### config.mk
export PLATFORM = sky130hd
export DESIGN_NAME = pdi_pointwise_engine
export DESIGN_NICKNAME = d
export VERILOG_FILES = /design/src/rtl/pdi_pointwise_engine.sv
export SDC_FILE = /design/constraint.sdc
export NUM_CORES = 1
export LEC_CHECK = 0
export ABC_AREA = 1
export BUFFER_PORTS_ARGS = -buffer_cell sky130_fd_sc_hd__buf_4
export CAP_MARGIN = 20
export CORE_MARGIN = 2
export CORE_UTILIZATION = 53
export DETAILED_ROUTE_END_ITERATION = 10
export GPL_ROUTABILITY_DRIVEN = 0
export GPL_TIMING_DRIVEN = 0
export MAX_ROUTING_LAYER = met4
export PLACE_DENSITY = 0.79
export SLEW_MARGIN = 20
export SYNTH_ARGS = -nofsm -noshare
export SYNTH_HDL_FRONTEND = slang
export SYNTH_SLANG_ARGS = --single-unit
export TNS_END_PERCENT = 20
### constraint.sdc
create_clock -name clk -period 6.5 [get_ports clk]
set_clock_uncertainty 0.15 [all_clocks]
set_input_delay 0.65 -clock clk [delete_from_list [all_inputs] [get_ports clk]]
set_output_delay 0.65 -clock clk [all_outputs]
set_load 0.01 [all_outputs]
### src/rtl/pdi_pointwise_engine.sv
// pdi_pointwise_engine: PDI-side image master. Sweeps pixel addresses
// 0..pixel_count-1, reads R/G/B, applies one point operation and writes the
// result back in place, with a fixed two-cycle read-to-write distance.
// Optional feature macro: PDI_THRESHOLD_EN (op 11 = threshold; otherwise copy).
module pdi_pointwise_engine #(
  parameter int unsigned ADDR_W   = 17,
  parameter int unsigned PIPE_LAT = 2
) (
  input  logic              clk,
  input  logic              rst,
  input  logic              start,
  input  logic [1:0]        op,
  input  logic [7:0]        threshold,
  input  logic [ADDR_W-1:0] pixel_count,
  output logic              pdi_active,
  output logic [ADDR_W-1:0] pdi_addr_read,
  output logic [ADDR_W-1:0] pdi_addr_write,
  output logic              pdi_we,
  input  logic [7:0]        red_data_in,
  input  logic [7:0]        green_data_in,
  input  logic [7:0]        blue_data_in,
  output logic [7:0]        red_out,
  output logic [7:0]        green_out,
  output logic [7:0]        blue_out,
  output logic              busy,
  output logic              done
);

  localparam int unsigned DRAIN_W = 2;

  localparam logic [1:0] OP_COPY = 2'b00;
  localparam logic [1:0] OP_INV  = 2'b01;
  localparam logic [1:0] OP_GRAY = 2'b10;
  localparam logic [1:0] OP_THR  = 2'b11;

  typedef enum logic [1:0] {
    S_IDLE  = 2'd0,
    S_RUN   = 2'd1,
    S_DRAIN = 2'd2,
    S_DONE  = 2'd3
  } state_t;

  state_t              state;
  logic [1:0]          op_q;
  logic [ADDR_W-1:0]   count_q;
  logic [DRAIN_W-1:0]  drain_cnt;
  logic                d1_valid;
  logic [ADDR_W-1:0]   d1_addr;

  logic [15:0]         luma_sum;
  logic [7:0]          luma;
  logic [7:0]          res_r;
  logic [7:0]          res_g;
  logic [7:0]          res_b;

`ifdef PDI_THRESHOLD_EN
  logic [7:0]          thr_q;
`else
  logic                unused_threshold;
  assign unused_threshold = ^threshold;
`endif

  // Point operation on the pixel returned by the BRAM this cycle
  always_comb begin
    luma_sum = 16'(16'd77  * 16'(red_data_in))
             + 16'(16'd150 * 16'(green_data_in))
             + 16'(16'd29  * 16'(blue_data_in));
    luma  = 8'(luma_sum >> 8);
    res_r = red_data_in;
    res_g = green_data_in;
    res_b = blue_data_in;
    case (op_q)
      OP_COPY: ;
      OP_INV: begin
        res_r = 8'hFF - red_data_in;
        res_g = 8'hFF - green_data_in;
        res_b = 8'hFF - blue_data_in;
      end
      OP_GRAY: begin
        res_r = luma;
        res_g = luma;
        res_b = luma;
      end
      OP_THR: begin
`ifdef PDI_THRESHOLD_EN
        res_r = (luma >= thr_q) ? 8'hFF : 8'h00;
        res_g = res_r;
        res_b = res_r;
`endif
      end
      default: ;
    endcase
  end

  // Control FSM, address generator and write-back pipeline
  always_ff @(posedge clk) begin
    if (rst) begin
      state          <= S_IDLE;
      op_q           <= OP_COPY;
      count_q        <= '0;
      drain_cnt      <= '0;
      d1_valid       <= 1'b0;
      d1_addr        <= '0;
      pdi_active     <= 1'b0;
      pdi_addr_read  <= '0;
      pdi_addr_write <= '0;
      pdi_we         <= 1'b0;
      red_out        <= '0;
      green_out      <= '0;
      blue_out       <= '0;
      busy           <= 1'b0;
      done           <= 1'b0;
`ifdef PDI_THRESHOLD_EN
      thr_q          <= '0;
`endif
    end else begin
      done <= 1'b0;

      // Stage 1: address travels alongside the returning read data
      d1_valid <= (state == S_RUN);
      d1_addr  <= pdi_addr_read;

      // Stage 2: registered write; data forced to 0 when not writing
      pdi_we         <= d1_valid;
      pdi_addr_write <= d1_valid ? d1_addr : '0;
      red_out        <= d1_valid ? res_r : 8'h00;
      green_out      <= d1_valid ? res_g : 8'h00;
      blue_out       <= d1_valid ? res_b : 8'h00;

      case (state)
        S_IDLE: begin
          pdi_addr_read <= '0;
          if (start) begin
            op_q    <= op;
            count_q <= pixel_count;
`ifdef PDI_THRESHOLD_EN
            thr_q   <= threshold;
`endif
            if (pixel_count == '0) begin
              state <= S_DONE;
              done  <= 1'b1;
            end else begin
              state      <= S_RUN;
              pdi_active <= 1'b1;
              busy       <= 1'b1;
            end
          end
        end
        S_RUN: begin
          if (pdi_addr_read == count_q - ADDR_W'(1)) begin
            state         <= S_DRAIN;
            pdi_addr_read <= '0;
            drain_cnt     <= '0;
          end else begin
            pdi_addr_read <= pdi_addr_read + ADDR_W'(1);
          end
        end
        S_DRAIN: begin
          if (drain_cnt == DRAIN_W'(PIPE_LAT - 1)) begin
            state      <= S_DONE;
            done       <= 1'b1;
            pdi_active <= 1'b0;
            busy       <= 1'b0;
          end else begin
            drain_cnt <= drain_cnt + DRAIN_W'(1);
          end
        end
        S_DONE: begin
          state <= S_IDLE;
        end
        default: state <= S_IDLE;
      endcase
    end
  end

endmodule

==> results of run 1 <==
registers in the layout, summed over array words and instances, names as in the netlist:
name,cells
count_q,17
d1_valid,1
d1_addr,17
pdi_addr_write,17
op_q,2
done,1
red_out,8
state,2
pdi_addr_read,17
pdi_we,1
green_out,8
drain_cnt,2
busy,1
blue_out,8
placed cells by master, fill, tap and decap left out, types with 2 or more instances in the layout:
cell | synthesis | final
sky130_fd_sc_hd__o21ai_2 | 10 | 13
sky130_fd_sc_hd__a21o_1 | 3 | 3
sky130_fd_sc_hd__dfxtp_1 | 102 | 102
sky130_fd_sc_hd__clkbuf_1 | 17 | 17
sky130_fd_sc_hd__or2_2 | 3 | 3
sky130_fd_sc_hd__nor2_1 | 102 | 101
sky130_fd_sc_hd__xor2_1 | 24 | 23
sky130_fd_sc_hd__nand2_2 | 3 | 5
sky130_fd_sc_hd__nand4_1 | 11 | 11
sky130_fd_sc_hd__nand3_2 | 3 | 6
sky130_fd_sc_hd__ha_1 | 92 | 88
sky130_fd_sc_hd__inv_1 | 192 | 191
sky130_fd_sc_hd__nand3b_1 | 4 | 4
sky130_fd_sc_hd__clkinv_1 | 2 | 2
sky130_fd_sc_hd__nor3_1 | 7 | 6
sky130_fd_sc_hd__o21ai_1 | 1 | 2
sky130_fd_sc_hd__nand3_1 | 34 | 31
sky130_fd_sc_hd__o21bai_1 | 4 | 3
sky130_fd_sc_hd__a21oi_2 | 0 | 12
sky130_fd_sc_hd__a21oi_1 | 90 | 77
sky130_fd_sc_hd__buf_4 | 2 | 110
sky130_fd_sc_hd__nand2_4 | 1 | 3
sky130_fd_sc_hd__a21boi_0 | 3 | 2
sky130_fd_sc_hd__o21ai_0 | 60 | 56
sky130_fd_sc_hd__nand2_1 | 136 | 132
sky130_fd_sc_hd__xnor2_1 | 7 | 7
sky130_fd_sc_hd__ha_4 | 0 | 3
sky130_fd_sc_hd__fa_1 | 55 | 55
sky130_fd_sc_hd__nor4_1 | 4 | 4
sky130_fd_sc_hd__inv_8 | 0 | 2
sky130_fd_sc_hd__nor2_2 | 5 | 5
sky130_fd_sc_hd__clkbuf_16 | 0 | 9
sky130_fd_sc_hd__nor2_4 | 1 | 2
sky130_fd_sc_hd__nor3_2 | 5 | 6
Yosys cell counts (2+ instances only):
cell,n
sky130_fd_sc_hd__nand2_1,136
sky130_fd_sc_hd__a21boi_0,3
sky130_fd_sc_hd__or2_2,3
sky130_fd_sc_hd__o21ai_0,60
sky130_fd_sc_hd__nand2_2,3
sky130_fd_sc_hd__nor2_1,102
sky130_fd_sc_hd__nand3_1,34
sky130_fd_sc_hd__a21oi_1,90
sky130_fd_sc_hd__nand3b_1,4
sky130_fd_sc_hd__nor2_2,5
sky130_fd_sc_hd__nand4_1,11
sky130_fd_sc_hd__o21bai_1,4
sky130_fd_sc_hd__clkinv_1,2
sky130_fd_sc_hd__inv_1,192
sky130_fd_sc_hd__o21ai_2,10
sky130_fd_sc_hd__nor3_1,7
sky130_fd_sc_hd__xnor2_1,7
sky130_fd_sc_hd__xor2_1,24
sky130_fd_sc_hd__nor4_1,4
sky130_fd_sc_hd__nor3_2,5
sky130_fd_sc_hd__clkbuf_1,17
sky130_fd_sc_hd__a21o_1,3
sky130_fd_sc_hd__dfxtp_1,102
sky130_fd_sc_hd__fa_1,55
sky130_fd_sc_hd__nand3_2,3
sky130_fd_sc_hd__buf_4,2
sky130_fd_sc_hd__ha_1,92
per-stage QoR:
step                cells  setup TNS [ns]
floorplan             989               0
global placement     1280           -7.36
detailed placement   1280           -7.97
CTS                  1297               0
global route         1297        -0.00256
finish               1297               0
timing repair:
action                     in CTS  in global routing
setup endpoints to repair      12                 17
gates resized for setup        13                 32
buffers inserted                1                  0
pin swaps                       2                 18
worst min path at each step:
stage	slack, ns	depth (start not counted)	end	start
6_report	0.26	2	pdi_addr_write[6]$_SDFF_PP0_	d1_addr[6]$_SDFF_PP0_
3_5_place_dp	0.25	2	pdi_addr_write[3]$_SDFF_PP0_	d1_addr[3]$_SDFF_PP0_
5_1_grt	0.27	2	pdi_addr_write[3]$_SDFF_PP0_	d1_addr[3]$_SDFF_PP0_
2_1_floorplan	0.24	2	pdi_addr_write[0]$_SDFF_PP0_	d1_addr[0]$_SDFF_PP0_
4_1_cts	0.26	2	pdi_addr_write[6]$_SDFF_PP0_	d1_addr[6]$_SDFF_PP0_
3_3_place_gp	0.25	2	pdi_addr_write[9]$_SDFF_PP0_	d1_addr[9]$_SDFF_PP0_
cells by family after synthesis:
| kind of cell | synth area share [%] |
|---|---|
| fa+ha+maj | 29.1 |
| simple gates | 18.1 |
| buf+inv | 10.6 |
| compound gates | 12.3 |
| xor+xnor | 3.51 |
| flops | 26.4 |
power by group through the flow:
| stage | sequential [mW] | combinational (mW) | clock [mW] |
|---|---|---|---|
| 2_1_floorplan | 0.751 | 2.37 | 0 |
| 3_3_place_gp | 0.750 | 2.99 | 0 |
| 3_5_place_dp | 0.751 | 3.08 | 0 |
| 4_1_cts | 0.736 | 3.28 | 0.593 |
| 5_1_grt | 0.745 | 4.33 | 0.618 |
| 6_report | 0.737 | 3.91 | 0.585 |
critical path, cell delays in order:
cell                       delay (ns)
sky130_fd_sc_hd__buf_4           0.15
sky130_fd_sc_hd__ha_1            0.30
sky130_fd_sc_hd__ha_1            0.29
sky130_fd_sc_hd__ha_1            0.28
sky130_fd_sc_hd__inv_1           0.06
sky130_fd_sc_hd__fa_1            0.50
sky130_fd_sc_hd__inv_1           0.04
sky130_fd_sc_hd__ha_1            0.30
sky130_fd_sc_hd__inv_1           0.08
sky130_fd_sc_hd__o21bai_2        0.16
sky130_fd_sc_hd__xor2_2          0.20
sky130_fd_sc_hd__fa_1            0.47
sky130_fd_sc_hd__fa_1            0.51
sky130_fd_sc_hd__inv_1           0.05
sky130_fd_sc_hd__fa_1            0.48
sky130_fd_sc_hd__fa_1            0.55
sky130_fd_sc_hd__inv_1           0.06
sky130_fd_sc_hd__ha_4            0.27
sky130_fd_sc_hd__a21oi_2         0.20
sky130_fd_sc_hd__o21ai_2         0.08
sky130_fd_sc_hd__a21o_1          0.16
sky130_fd_sc_hd__a21boi_0        0.16
sky130_fd_sc_hd__o21ai_1         0.18
sky130_fd_sc_hd__a21oi_1         0.22
routing by layer:
metal	track usage (%)	routed length, um	vias to the layer above	part of all wire (%)
li1	-	-	3378	-
met2	38.4	8560	252	45
met1	36.1	8810	3137	46
met5	-	0	-	0
met4	7.34	354	0	1.9
met3	4.38	1410	29	7.3
area by class of cell:
class | count | area (um^2) | area share, %
Tap cell | 184 | 230 | 2.48
Inverter | 194 | 728 | 7.85
Multi-Input combinational cell | 673 | 5050 | 54.4
Buffer | 20 | 90.1 | 0.972
Sequential cell | 102 | 2040 | 22.0
Clock inverter | 6 | 85.1 | 0.918
Timing Repair Buffer | 108 | 811 | 8.74
Clock buffer | 10 | 239 | 2.58
==> results.txt, run 1 <==
* Result of the run: finished clean
- The worst-case IR drop observed on VDD is 0.000699 V.
- Pin count of the biggest net entering global routing: 20
* Critical Path Start Type: input port
- Num rows: 44
- Number of buffers created by CTS: 9
- At the placement stage, the worst setup path has a slack of -0.781 ns.
- Capturing point of the worst reg2reg path: pdi_addr_read[12]$_SDFFE_PP0P_
* Initial antenna violation count: 0
- Per report_power, the combinational group accounts for between 70% and 80% of the total.
- CP Capture Type: register
- Arrival time at the worst endpoint: between 6 and 7 ns
- After synthesis, flip-flops and latches occupy between 20% and 30% of the total area.
* Switching share of power: roughly 52%
* Aggregate global routing overflow: 0
- Clock sink count: roughly 100
* Number of hold violations in the final report: 0
- The path class of the tightest hold or removal check is register to register.
* Max Freq: ~0.16 GHz
* Aggregate global-route resource usage: about a quarter
- Maximum buffer depth of the clock tree: 2
* Vias per Instance: 5.24
- Die ar.: between 15,000 and 20,000 um^2
- Cts-stage hold buffer count: 0
- Final setup violation count: 0
* Synthesis-to-layout area growth: 19.9%
* Slew HR: between 60 and 70%
- Largest fanout on the critical path: 6
* Number of input and output port buffers inserted: about 110
- After filler insertion, the fill cell instance count of the layout stands at 1,238.
* Mean post-synth cell area: approximately 8 um^2
* Fin area: just over 9000 um^2
- Power share of the clock group: about 11%
* Crit Path Class: input port to register
- Height of the die: roughly 120 um
- Nets in the synthesized netlist: about 1,200
* Total leakage power: roughly 4.6 nW
- Top flip-flop cell by instance count after synthesis: sky130_fd_sc_hd__dfxtp_1
- TritonCTS built the clock tree.
* Final max-slew violation count: 0
- Power, Total: 5.23 mW
- DRC violation total after the first TritonRoute iteration: between 400 and 500
- The critical path starts at green_data_in[3].
- The die is between 100 and 150 um wide.
- Proportion of layout cells with a drive suffix above 1: between 10% and 20%
- After synthesis, the share of flip-flops with an asynchronous set or reset is 0%.
- At the end of the flow, the number of nets in the layout was roughly 1,300.
- Summed over its instances, the top area cell type makes up 26.4% of the synthesized netlist area.
- Depth of the worst register-to-register path: 16
* Final-layout worst hold slack: between 0.2 and 0.3 ns
* ANT nets after route: 0
* Final core area utilization: between 60% and 70%
- Critical Path End: blue_out[3]$_SDFF_PP0_
* Internal power component: between 2 and 3 mW
- Skew-Pair Late Insertion Delay: between 0.3 and 0.4 ns
* Wire length after detailed routing: between 15,000 and 20,000 um
* Unrepaired setup endpoints after global routing: yes
* Core area: around 14,000 um^2
- Synthesis produced around 1,000 cells.
- The first TritonRoute pass finished after 8 iterations.
- roughly 120 I/O pins were placed.
* Detailed Place HPWL: roughly 15,000 um
* Dominant cells by area after synthesis: sky130_fd_sc_hd__dfxtp_1, sky130_fd_sc_hd__ha_1, sky130_fd_sc_hd__fa_1, sky130_fd_sc_hd__inv_1, sky130_fd_sc_hd__nand2_1
- Across the run, the number of max-cap violations was 0.
* Total vias in the final route: a little under 7,000
- Worst Max-Slew Pin Slew: 0.570 ns
* Power density cells: 565 nW/um^2
* Cell at the root of the clock tree: sky130_fd_sc_hd__clkbuf_16
- Clock-pin slew was measured on the worst setup and hold paths at ~0.07 ns.
- Once the floorplan was initialized, standard cells occupied 53.8% of the core.
- The Yosys step of the flow raised 0 warnings.
* # DRC: 0
- WL per Instance: around 15 um
* Net load switching power: between 2 and 3 mW
* Antenna fix cells: 0
* Sequential fraction of design power: between 10% and 20%
- The mapped netlist covers roughly 7700 um^2.
- Wire length of the first global-routing pass: ~31,000 um
- At the worst endpoint, the required time is about 6.6 ns.
- Number of flops mapped to enable cells by yosys: 0
* Tmin final: 6.31 ns
- For flop-to-flop paths, the worst setup slack is approximately 4.2 ns.
- The clock tree synthesis step divided the H-tree into 3 levels.
- PnR worst setup slack: 0.192 ns
- RR Startpoint: count_q[0]$_SDFFE_PP0P_
- Dividing the final minimum period by the clock period gives 97.0%.
- The via count of the first global-routing pass came to approximately 6,400.
- In this run, distinct cell masters in the synthesized netlist total 36.
- The synthesized design spends more area on one cell type than any other, namely sky130_fd_sc_hd__dfxtp_1.
- Number of flip-flops and latches in the synthesized netlist: between 100 and 150
* Area after DPL: around 8800 um^2
Power figures use the tool's default switching activity.
==> inputs of run 2 (changes only) <==
--- a/config.mk
+++ b/config.mk
@@ -9,12 +9,12 @@
 export BUFFER_PORTS_ARGS = -buffer_cell sky130_fd_sc_hd__buf_4
 export CAP_MARGIN = 20
 export CORE_MARGIN = 2
-export CORE_UTILIZATION = 53
+export CORE_UTILIZATION = 55
 export DETAILED_ROUTE_END_ITERATION = 10
 export GPL_ROUTABILITY_DRIVEN = 0
 export GPL_TIMING_DRIVEN = 0
 export MAX_ROUTING_LAYER = met4
-export PLACE_DENSITY = 0.79
+export PLACE_DENSITY = 0.84
 export SLEW_MARGIN = 20
 export SYNTH_ARGS = -nofsm -noshare
 export SYNTH_HDL_FRONTEND = slang
==> constraint.sdc (replaced) <==
create_clock -name clk -period 7.4 [get_ports clk]
set_clock_uncertainty 0.15 [all_clocks]
set_input_delay 0.74 -clock clk [delete_from_list [all_inputs] [get_ports clk]]
set_output_delay 0.74 -clock clk [all_outputs]
set_load 0.01 [all_outputs]
==> run 2 against run 1 <==
Effect of this change:
- total power shrank 25%
- utilization grew 1.2 points
- die area shrank 3.5%
- sequential share of layout area grew 0.45 points
- global-route usage grew 1.1 points
- setup slack gained 0.15 ns
- register-to-register slack gained 0.94 ns
- clock-buffer cell count is the same
- clock power shrank 13%
- flip-flop and latch count is the same
- cell area shrank 2.0%
- largest power group unchanged
==> results.txt, run 2 (synthesis results as in run 1) <==
* Number of instances on the worst hold path: 2 (unchanged)
- The number of top-level pins came to 116 (unchanged).
* Worst path required time: 7.50 ns (+0.88 ns)
- Skew-Pair Late Insertion Delay: 0.35 ns (about the same)
- The largest fanout on the critical path is 6 (unchanged).
- Area after DPL: 8760 um^2 (about the same)
- The number of buffers added by the clock tree synthesis step is 9 (unchanged).
- Accumulated negative setup slack: 0 ns (unchanged)
- The count of cells along the worst register-to-register path is 14 (-2).
* Peak supply drop: 0.000464 V (-34%)
* Result of the run: finished clean
- The fraction of met3 tracks used by global routing came to 3.67% (-0.71 points).
- H-Tree Level Count: 3 (unchanged)
* Aggregate global-route resource usage: 26.8% (+1.1 points)
- The met2 capacity usage during global routing came to 42.2% (+3.7 points).
- The path class of the tightest hold or removal check is register to register.
- In this run the most critical hold path is launched from d1_addr[16]$_SDFF_PP0_.
* Final #Nets: 1,308 (-0.076%)
- Unrepaired setup endpoints after global routing: no
* Cell at the root of the clock tree: sky130_fd_sc_hd__clkbuf_16
- The minimum setup slack among reg-to-reg paths is 5.16 ns (+0.94 ns).
- The global routing met1 resource utilization came to 36.1% (about the same).
- The startpoint identified for the worst register-to-register timing path is count_q[0]$_SDFFE_PP0P_.
* Wire length after detailed routing: 18,800 um (-1.9%)
* Synthesis-to-layout area growth: 17.5%
- Die ar.: 15,000 um^2 (-3.5%)
- The leakage power of the design was 4.55 nW (-0.47%).
- Capturing point of the worst reg2reg path: pdi_addr_read[0]$_SDFFE_PP0P_
- Wire length of the first global-routing pass: 30,400 um (-3.1%)
* Die width: 123 um (-1.8%)
- CP Capture Type: register
- Cts-stage hold buffer count: 0 (unchanged)
* Fill cell instance count of the final layout: 1,186 (-4.2%)
- Clock edge transition at the registers on the reported setup and hold paths: 0.08 ns (about the same)
- The number of buffers added on ports is 107 (unchanged).
- Aggregate global routing overflow: 0 (unchanged)
* Terminating pin of the worst hold path: pdi_addr_write[16]$_SDFF_PP0_
- The die span in y came to 123 um (-1.8%).
- Vias per Instance: 5.27 (+0.58%)
* DRC violation total after the first TritonRoute iteration: 526 (+12%)
- Antenna fix cells: 0 (unchanged)
- Fin area: 9080 um^2 (-2.0%)
- Proportion of layout cells with a drive suffix above 1: 14.1% (-3.1 points)
- Count of maximum capacitance violations: 0 (unchanged)
- Non-filler cells, final: 1,292 (-0.39%)
- The transition at the pin with the smallest max-transition slack was 0.591 ns (+0.0211 ns).
- The number of antenna violations at the first check in global routing is 0 (unchanged).
- Pin count of the biggest net entering global routing: 20 (unchanged)
* Initial core utilization: 55.9% (+2.1 points)
- The final setup violation count is 0 (unchanged).
- The area inside the core boundary was 13,800 um^2 (-3.8%).
- The routed length per placed instance is 14.5 um (-1.5%).
- The worst slew margin relative to its limit is 60.5% (-1.4 points).
- Leaving out fill and tap cells, the most frequent cells in the layout are sky130_fd_sc_hd__inv_1, sky130_fd_sc_hd__nand2_1, sky130_fd_sc_hd__buf_4.
* ANT nets after route: 0 (unchanged)
* # DRC: 0 (unchanged)
* TritonCTS clock tree: done
- The worst setup path is launched from an input port.
- The global routing stage identified its most utilized layer as met2.
* Crit Path Class: input port to register
- Number of global-route vias before repair: 6,411 (-0.31%)
* Number of resized instances in the post-cts repair step: 0 (-13)
- The count of final hold-check violations was 0 (unchanged).
- The total via count in the routed design was 6,809 (+0.19%).
- The data arrival time of the critical path came to 7.15 ns (+0.73 ns).
- The post-CTS setup buffer count is 0 (-1).
* Post-route clock period utilization: between 90% and 100%
- The number of rows created at floorplan came to 43 (-2.3%).
* Commonest non-fill, non-tap cell in the layout: sky130_fd_sc_hd__inv_1
- The number of placed instances with taps included is 1,276 (-0.31%).
- The max-slew violation count was 0 (unchanged).
* Detailed Place HPWL: 15,300 um (-0.28%)
* Total iterations of the first detailed-routing run: 6 (-2)
* Power density cells: 434 nW/um^2 (-23%)
- For the finished layout, the period the worst path requires is 7.05 ns.
- Power, Total: 3.94 mW (-25%)
- The largest buffer count on any clock path is 2 (unchanged).
* Max Freq: approximately 0.14 GHz
- Clock sink count: 102 (unchanged)
[run 2: worst max-delay path: stages]
cell	delay [ns]
sky130_fd_sc_hd__buf_4	0.15
sky130_fd_sc_hd__ha_1	0.29
sky130_fd_sc_hd__ha_1	0.27
sky130_fd_sc_hd__inv_1	0.06
sky130_fd_sc_hd__fa_1	0.50
sky130_fd_sc_hd__fa_1	0.52
sky130_fd_sc_hd__inv_1	0.04
sky130_fd_sc_hd__ha_1	0.35
sky130_fd_sc_hd__a21o_1	0.19
sky130_fd_sc_hd__a21oi_1	0.18
sky130_fd_sc_hd__xnor2_1	0.17
sky130_fd_sc_hd__ha_1	0.29
sky130_fd_sc_hd__fa_1	0.51
sky130_fd_sc_hd__inv_1	0.05
sky130_fd_sc_hd__fa_1	0.47
sky130_fd_sc_hd__fa_1	0.55
sky130_fd_sc_hd__inv_1	0.04
sky130_fd_sc_hd__ha_1	0.36
sky130_fd_sc_hd__a21oi_1	0.32
sky130_fd_sc_hd__o21ai_0	0.18
sky130_fd_sc_hd__a211oi_1	0.22
sky130_fd_sc_hd__nand2_1	0.09
sky130_fd_sc_hd__a21boi_0	0.17
sky130_fd_sc_hd__o21ai_0	0.19
sky130_fd_sc_hd__a21oi_1	0.25
[run 2: final cells by class]
cell class	count	area, um^2	area share, %
clock buffers	10	239	2.63
repair buffers	107	803	8.84
clock inverters	6	86.3	0.950
inverters	194	728	8.02
plain buffers	20	90.1	0.992
multi-input cells	673	4870	53.6
well taps	180	225	2.48
flip-flops and latches	102	2040	22.5
[run 2: through the flow]
stage	setup slack (ns)	utilization, %	hold WS (ns)
finish	0.347	65.7	0.258
floorplan	0.833	-	0.244
global route	0.173	65.7	0.278
global placement	0.161	63.4	0.248
detailed placement	0.0614	63.4	0.247
CTS	0.412	65.7	0.263
[run 2: how the worst max path moves through the flow]
stage / start / to
floorplan: green_data_in[4] / blue_out[6]$_SDFF_PP0_
global placement: green_data_in[4] / red_out[6]$_SDFF_PP0_
finish: green_data_in[4] / blue_out[6]$_SDFF_PP0_
global route: green_data_in[4] / red_out[6]$_SDFF_PP0_
CTS: green_data_in[4] / red_out[6]$_SDFF_PP0_
detailed placement: green_data_in[4] / red_out[6]$_SDFF_PP0_
[run 2: where the power goes]
part	total (mW)	switching [mW]	internal, mW	leakage [nW]
combinational	2.78	1.76	1.02	3.56
clock	0.511	0.229	0.282	0.160
sequential	0.649	0.0442	0.605	0.828
total	3.94	2.03	1.91	4.55
[run 2: per-layer routing]
metal	wire length, um	vias up
li1	-	3378
met1	8320	3133
met2	8730	254
met3	1320	44
met4	397	0
met5	0	-
